==> config.mk <==
export PLATFORM = sky130hd
export DESIGN_NAME = detector_sequencia_param
export DESIGN_NICKNAME = d
export VERILOG_FILES = /design/src/rtl/seq_pkg.sv /design/src/rtl/janela_deslizante.sv /design/src/rtl/detector_sequencia_param.sv
export SDC_FILE = /design/constraint.sdc
export NUM_CORES = 1
export LEC_CHECK = 0
export BUFFER_PORTS_ARGS = -buffer_cell sky130_fd_sc_hd__buf_2
export CAP_MARGIN = 20
export CORE_ASPECT_RATIO = 1.1
export CORE_MARGIN = 8
export CORE_UTILIZATION = 45
export DETAILED_ROUTE_END_ITERATION = 6
export GPL_TIMING_DRIVEN = 0
export PLACE_DENSITY = 0.68
export SYNTH_ARGS = -nofsm -noshare
export SYNTH_HDL_FRONTEND = slang
export SYNTH_HIERARCHICAL = 1
export SYNTH_SLANG_ARGS = --single-unit
==> constraint.sdc <==
create_clock -name clk -period 3.9 [get_ports clk]
set_input_delay 0.39 -clock clk [delete_from_list [all_inputs] [get_ports clk]]
set_output_delay 0.39 -clock clk [all_outputs]
set_load 0.1 [all_outputs]
==> src/rtl/seq_pkg.sv <==
// Shared types and helpers for the serial pattern detector family.
// Holds the FSM state encoding, the operating-mode constants and the
// active-length clamp used when a new pattern is loaded.
package seq_pkg;

  typedef enum logic [1:0] {
    IDLE   = 2'd0,
    BUSCA  = 2'd1,
    ACHADO = 2'd2
  } estado_t;

  localparam logic MODO_UNICO    = 1'b0;
  localparam logic MODO_CONTINUO = 1'b1;

  // A length of zero, or one longer than the window, means "use the whole window".
  function automatic int eff_len(input int comprimento, input int w);
    if (comprimento == 0 || comprimento > w) begin
      return w;
    end
    return comprimento;
  endfunction

endpackage

==> src/rtl/janela_deslizante.sv <==
// Sliding history window for the serial pattern detector.
// Shifts accepted bits into a W-bit history, tracks how many bits have been
// collected (saturating at W) and compares the would-be next window against
// the loaded pattern under the per-bit mask, limited to the active length.
// match_next reflects the window that results from the bit being accepted
// this cycle, so the top can register the flag on the same edge.
module janela_deslizante #(
  parameter int W  = 8,
  parameter int LW = $clog2(W + 1)
) (
  input  logic          clk,
  input  logic          rst_n,
  input  logic          limpar,
  input  logic          deslocar,
  input  logic          bit_in,
  input  logic [W-1:0]  padrao,
  input  logic [W-1:0]  mascara,
  input  logic [LW-1:0] comprimento,
  output logic          match_next
);

  logic [W-1:0]  hist;
  logic [W-1:0]  hist_next;
  logic [W-1:0]  janela;
  logic [LW-1:0] fill;
  logic [LW-1:0] fill_next;

  // Next history and fill count, plus the masked compare restricted to the active length.
  always_comb begin
    hist_next = hist;
    fill_next = fill;
    janela    = '0;
    if (deslocar) begin
      hist_next = {hist[W-2:0], bit_in};
      if (fill != LW'(W)) begin
        fill_next = fill + LW'(1);
      end
    end
    for (int i = 0; i < W; i++) begin
      janela[i] = (i < int'(comprimento));
    end
    match_next = deslocar && (fill_next >= comprimento) &&
                 (((hist_next ^ padrao) & mascara & janela) == '0);
  end

  // History and fill registers; a clear request wins over shifting in a bit.
  always_ff @(posedge clk or negedge rst_n) begin
    if (!rst_n) begin
      hist <= '0;
      fill <= '0;
    end else if (limpar) begin
      hist <= '0;
      fill <= '0;
    end else begin
      hist <= hist_next;
      fill <= fill_next;
    end
  end

endmodule

==> src/rtl/detector_sequencia_param.sv <==
// Parametrised serial pattern detector (successor of the 8-bit Sequencia block).
// Holds the configuration registers, the IDLE/BUSCA/ACHADO control FSM, the
// match flag and the optional saturating match counter; the sliding window
// and compare live in janela_deslizante.
// Optional feature: define SEQ_MATCH_COUNT_EN to build the match counter;
// without it contagem is tied to zero and no counter flops exist.
module detector_sequencia_param
  import seq_pkg::*;
#(
  parameter int W  = 8,
  parameter int LW = $clog2(W + 1),
  parameter int CW = 16
) (
  input  logic          clk,
  input  logic          rst_n,
  input  logic          setar_palavra,
  input  logic [W-1:0]  palavra,
  input  logic [W-1:0]  mascara,
  input  logic [LW-1:0] comprimento,
  input  logic          modo,
  input  logic          start,
  input  logic          bit_valid,
  input  logic          bit_in,
  output logic          encontrado,
  output logic          ocupado,
  output logic [CW-1:0] contagem
);

  estado_t       estado;
  estado_t       prox_estado;
  logic [W-1:0]  padrao;
  logic [W-1:0]  mascara_ativa;
  logic [LW-1:0] comp_ativo;
  logic          modo_ativo;
  logic          aceita;
  logic          limpar;
  logic          match_next;
  logic          achou;

  // A bit counts only in BUSCA, when valid, and when no higher-priority command is present.
  assign aceita = (estado == BUSCA) && bit_valid && !setar_palavra && !start;
  assign limpar = setar_palavra || start;
  assign achou  = aceita && match_next;

  janela_deslizante #(
    .W  (W),
    .LW (LW)
  ) u_janela (
    .clk         (clk),
    .rst_n       (rst_n),
    .limpar      (limpar),
    .deslocar    (aceita),
    .bit_in      (bit_in),
    .padrao      (padrao),
    .mascara     (mascara_ativa),
    .comprimento (comp_ativo),
    .match_next  (match_next)
  );

  // Configuration is captured only on setar_palavra, with the length clamped to the window.
  always_ff @(posedge clk or negedge rst_n) begin
    if (!rst_n) begin
      padrao        <= '0;
      mascara_ativa <= '0;
      comp_ativo    <= LW'(W);
      modo_ativo    <= MODO_UNICO;
    end else if (setar_palavra) begin
      padrao        <= palavra;
      mascara_ativa <= mascara;
      comp_ativo    <= LW'(eff_len(int'(comprimento), W));
      modo_ativo    <= modo;
    end
  end

  // State register.
  always_ff @(posedge clk or negedge rst_n) begin
    if (!rst_n) begin
      estado <= IDLE;
    end else begin
      estado <= prox_estado;
    end
  end

  // Next state: loading a pattern aborts everything, start arms, a single-shot match parks in ACHADO.
  always_comb begin
    prox_estado = estado;
    if (setar_palavra) begin
      prox_estado = IDLE;
    end else if (start) begin
      prox_estado = BUSCA;
    end else if (achou && (modo_ativo == MODO_UNICO)) begin
      prox_estado = ACHADO;
    end
  end

  // Busy indication follows the searching state directly.
  always_comb begin
    ocupado = (estado == BUSCA);
  end

  // Match flag: pulses per match while searching, holds in ACHADO, cleared by setar/start.
  always_ff @(posedge clk or negedge rst_n) begin
    if (!rst_n) begin
      encontrado <= 1'b0;
    end else if (limpar) begin
      encontrado <= 1'b0;
    end else if (estado == BUSCA) begin
      encontrado <= achou;
    end
  end

`ifdef SEQ_MATCH_COUNT_EN
  logic [CW-1:0] contador;

  // Saturating match counter; start leaves it alone so counts survive a re-arm.
  always_ff @(posedge clk or negedge rst_n) begin
    if (!rst_n) begin
      contador <= '0;
    end else if (setar_palavra) begin
      contador <= '0;
    end else if (achou && (contador != '1)) begin
      contador <= contador + CW'(1);
    end
  end

  assign contagem = contador;
`else
  assign contagem = '0;
`endif

endmodule

==> results_dict.tcl <==
set metrics [dict create \
    clkSinkCount 36 \
    async_flop_share 1.00 \
    post_synth_main_area_contributors "sky130_fd_sc_hd__dfrtp_1, sky130_fd_sc_hd__mux2_4, sky130_fd_sc_hd__buf_4, sky130_fd_sc_hd__mux2i_1, sky130_fd_sc_hd__ha_1" \
    initial_antenna_violation_count 0 \
    area.sequential_um2 902 \
    floorplan.initialDensity 0.463 \
    vdd.ir_drop.worst_mv 0.275 \
    synth.most_common_cell "sky130_fd_sc_hd__dfrtp_1" \
    clk_root_buffer_cell "sky130_fd_sc_hd__clkbuf_8" \
    report.final.setup_viol 0 \
    floorplan_core_area_um2 4250 \
    post_drt_wl_per_cell_um 13.0 \
    crit_fanout 10 \
    synth_cell_type_count 37 \
    main_combinational_cell_family_by_area_after_synthesis "multiplexers" \
    timing.setup.critical_path_class "reg2reg" \
    synth.cell_area_um2 1970 \
    clkLatencyLatePin_ps 280 \
    grt_max_degree 37 \
    via_per_inst 4.61 \
    period_needed_ps 3050 \
    yosys_warnings 6 \
    yosysSeqAreaShare 0.458 \
    pwr_density_cell_nw_per_um2 373 \
    grtUsageTotal 0.115 \
    finalHoldViolations 0 \
    post_synth_fa_ha_maj_area_fraction 0.0381 \
    finished_layout_cell_area_um2 2320 \
    synthesis.area_per_instance_um2 11.3 \
    power.total_uw 866 \
    timing.critical_path.mode_cell "sky130_fd_sc_hd__o21ai_0" \
    post_route_cells_drive_above_1_share 0.333 \
    postSynthRegisterBits 36 \
    synth.mux.area_fraction 0.172 \
    clock_path_buffers 2 \
    synthesized_area_fraction_occupied_by_xor_and_xnor_cells 0.0444 \
    synth_commonest_cells "sky130_fd_sc_hd__dfrtp_1, sky130_fd_sc_hd__buf_4, sky130_fd_sc_hd__mux2_4" \
    grt_remaining_overflow 0 \
    tritoncts_clock_tree "done" \
    slowest_delay_ps 420 \
    io_pins 45 \
    fp.dieH_um 85.4 \
    finish.net_count 257 \
    setup-tns-final_ps 0 \
    hold_class "in2async" \
    layout_filler_cell_count 392 \
    cp_data_required_time_ps 4080 \
    diodes 0 \
    sequence_of_cells_on_the_critical_path "nor2b_4 -> and3_1 -> buf_6 -> buf_2 -> o21ai_0 -> xnor2_1 -> ha_1 -> nand2b_1 -> a2111oi_0 -> nor3_1 -> o21ai_0 -> nor4_2 -> nand2_1 -> nor3b_1 -> o21a_1" \
    drcViolationCount 0 \
    timing.slew.headroom 0.484 \
    detailedPlacementHpwl_um 2810 \
    yosys_most_used_dff "sky130_fd_sc_hd__dfrtp_1" \
    drt_iter0_markers 33 \
    nature_of_the_critical_path_endpoint "flip-flop" \
    number_of_placed_instances_with_taps_included 271 \
    fmaxAchievable_ghz 0.328 \
    instances_no_fill 279 \
    cts_max_level 2 \
    dieArea_um2 6760 \
    grt_first_pass_wirelength_um 6080 \
    vias 1286 \
    static-leakage-power_uw 0.00112 \
    cts.hold.buffers_added 0 \
    fp-row-count 25 \
    worst_slew_pin_slew_ps 774 \
    final.setup_skew_ps 3.78 \
    post-synth-top-area-fraction 0.444 \
    grt_pass1_vias 1291 \
    post-cts-setup-buffer-count 0 \
    drt_pass1_iterations 4 \
    route.antenna.remaining_nets 0 \
    path_clk_slew_ps 70 \
    count_of_flip_flops_with_a_built_in_enable_after_synthesis 0 \
    cpMaxStageDelayCell "sky130_fd_sc_hd__dfrtp_1" \
    slew_violations 0 \
    hold-worst-slack_ps 181 \
    global_placement_routability_congestion 0.756 \
    chipWidth_um 79.1 \
    synthDominantAreaCellType "sky130_fd_sc_hd__dfrtp_1" \
    synth_simple_gate_area_share 0.114 \
    synth_to_final_area_change_pct 17.7 \
    postCtsResizedCells 0 \
    start_kind "flip-flop" \
    synth_compound_area_frac 0.0597 \
    grt_setup_unrepaired "no" \
    syn_inst 175 \
    place_area_um2 2230 \
    multi_input_comb_area_um2 905 \
    count_of_buffer_and_inverter_cells_on_the_critical_path 2 \
    finalCritPeriodShare 0.782 \
    port-buffer-count 27 \
    cap_viol_max_count 0 \
    cpLargestDelayFamily "compound AO/OA/AOI/OAI gates" \
    cts_inserted_buffers 5 \
    worst_endpoint_data_arrival_time_ps 3230 \
    drt_wl_total_um 3620 \
    outcome "completed" \
]
==> report_power, final <==
group | switching (uW) | internal (uW) | total, uW
Combinational | 116 | 67.5 | 184
Clock | 122 | 144 | 266
Sequential | 19.9 | 396 | 416
Total | 258 | 608 | 866
==> sequential cells by signal, indices dropped and copies added, names as in the netlist <==
name and flops:
encontrado 1, estado 2, u_janela/hist 8, comp_ativo 4, padrao 8, u_janela/fill 4
mascara_ativa 8, modo_ativo 1
==> layout by cell type, fill, tap and decap left out, types with 3 or more instances in the layout <==
master,n
sky130_fd_sc_hd__xnor2_1,7
sky130_fd_sc_hd__nor3_1,3
sky130_fd_sc_hd__mux2_2,3
sky130_fd_sc_hd__dfrtp_1,35
sky130_fd_sc_hd__a21oi_1,3
sky130_fd_sc_hd__mux2i_1,8
sky130_fd_sc_hd__conb_1,16
sky130_fd_sc_hd__clkbuf_8,6
sky130_fd_sc_hd__ha_1,6
sky130_fd_sc_hd__nand2_1,11
sky130_fd_sc_hd__inv_1,10
sky130_fd_sc_hd__nand3_1,6
sky130_fd_sc_hd__xor2_1,3
sky130_fd_sc_hd__nor2b_1,4
sky130_fd_sc_hd__clkbuf_1,3
sky130_fd_sc_hd__buf_6,3
sky130_fd_sc_hd__buf_2,28
sky130_fd_sc_hd__mux2_4,15
sky130_fd_sc_hd__o21ai_0,9
sky130_fd_sc_hd__buf_4,16
sky130_fd_sc_hd__nor2_1,13
==> layout make-up <==
class | instances | share of cell area
timing repair buffer | 27 | 0.0583
sequential | 36 | 0.389
multi-input combinational | 122 | 0.390
tap | 54 | 0.0291
buffer | 22 | 0.0787
clock buffer | 8 | 0.0388
inverter | 10 | 0.0162
==> path summary, 6_finish.rpt <==
path	cells past startpoint	slack, ps	to	startpoint
max in group asynchronous	1	3230	padrao[4]	rst_n
hold reg to reg	1	510	mascara_ativa[2]	mascara_ativa[2]
setup / recovery	15	850	estado[1]	estado[1]
setup reg to reg	15	850	estado[1]	estado[1]
min in group clk	2	310	comp_ativo[1]	comprimento[3]
hold / removal	1	180	encontrado	rst_n
==> layer usage <==
metal  up-vias  track usage  share of wire
met5         -            0              0
met2        34        0.175           0.46
met1       587        0.134           0.45
met3         4       0.0550          0.072
met4         0       0.0506          0.015
li1        661            -              -
==> stage by stage <==
stage	utilization	setup WS (ps)
after global routing	0.545	590
after CTS	0.545	843
final	0.545	850
after global placement	0.524	735
after detailed placement	0.524	719
after floorplan	-	699
==> cells by family after synthesis <==
kind of cell,count (synthesis)
and+or+nand+nor,45
DFF,36
buffers and inverters,32
muxes,26
AOI/OAI and AO/OA,19
xor gates and xnor gates,10
adders and majority gates,6
other,1
==> worst reg2reg max path, stage by stage (launching register included) <==
cell                        delay (ps)
sky130_fd_sc_hd__dfrtp_1           420
sky130_fd_sc_hd__nor2b_4           150
sky130_fd_sc_hd__and3_1            180
sky130_fd_sc_hd__buf_6             130
sky130_fd_sc_hd__buf_2             230
sky130_fd_sc_hd__o21ai_0           150
sky130_fd_sc_hd__xnor2_1           240
sky130_fd_sc_hd__ha_1              270
sky130_fd_sc_hd__nand2b_1          140
sky130_fd_sc_hd__a2111oi_0         400
sky130_fd_sc_hd__nor3_1             80
sky130_fd_sc_hd__o21ai_0           110
sky130_fd_sc_hd__nor4_2             90
sky130_fd_sc_hd__nand2_1           120
sky130_fd_sc_hd__nor3b_1            60
sky130_fd_sc_hd__o21a_1            160
Power figures use the tool's default switching activity.
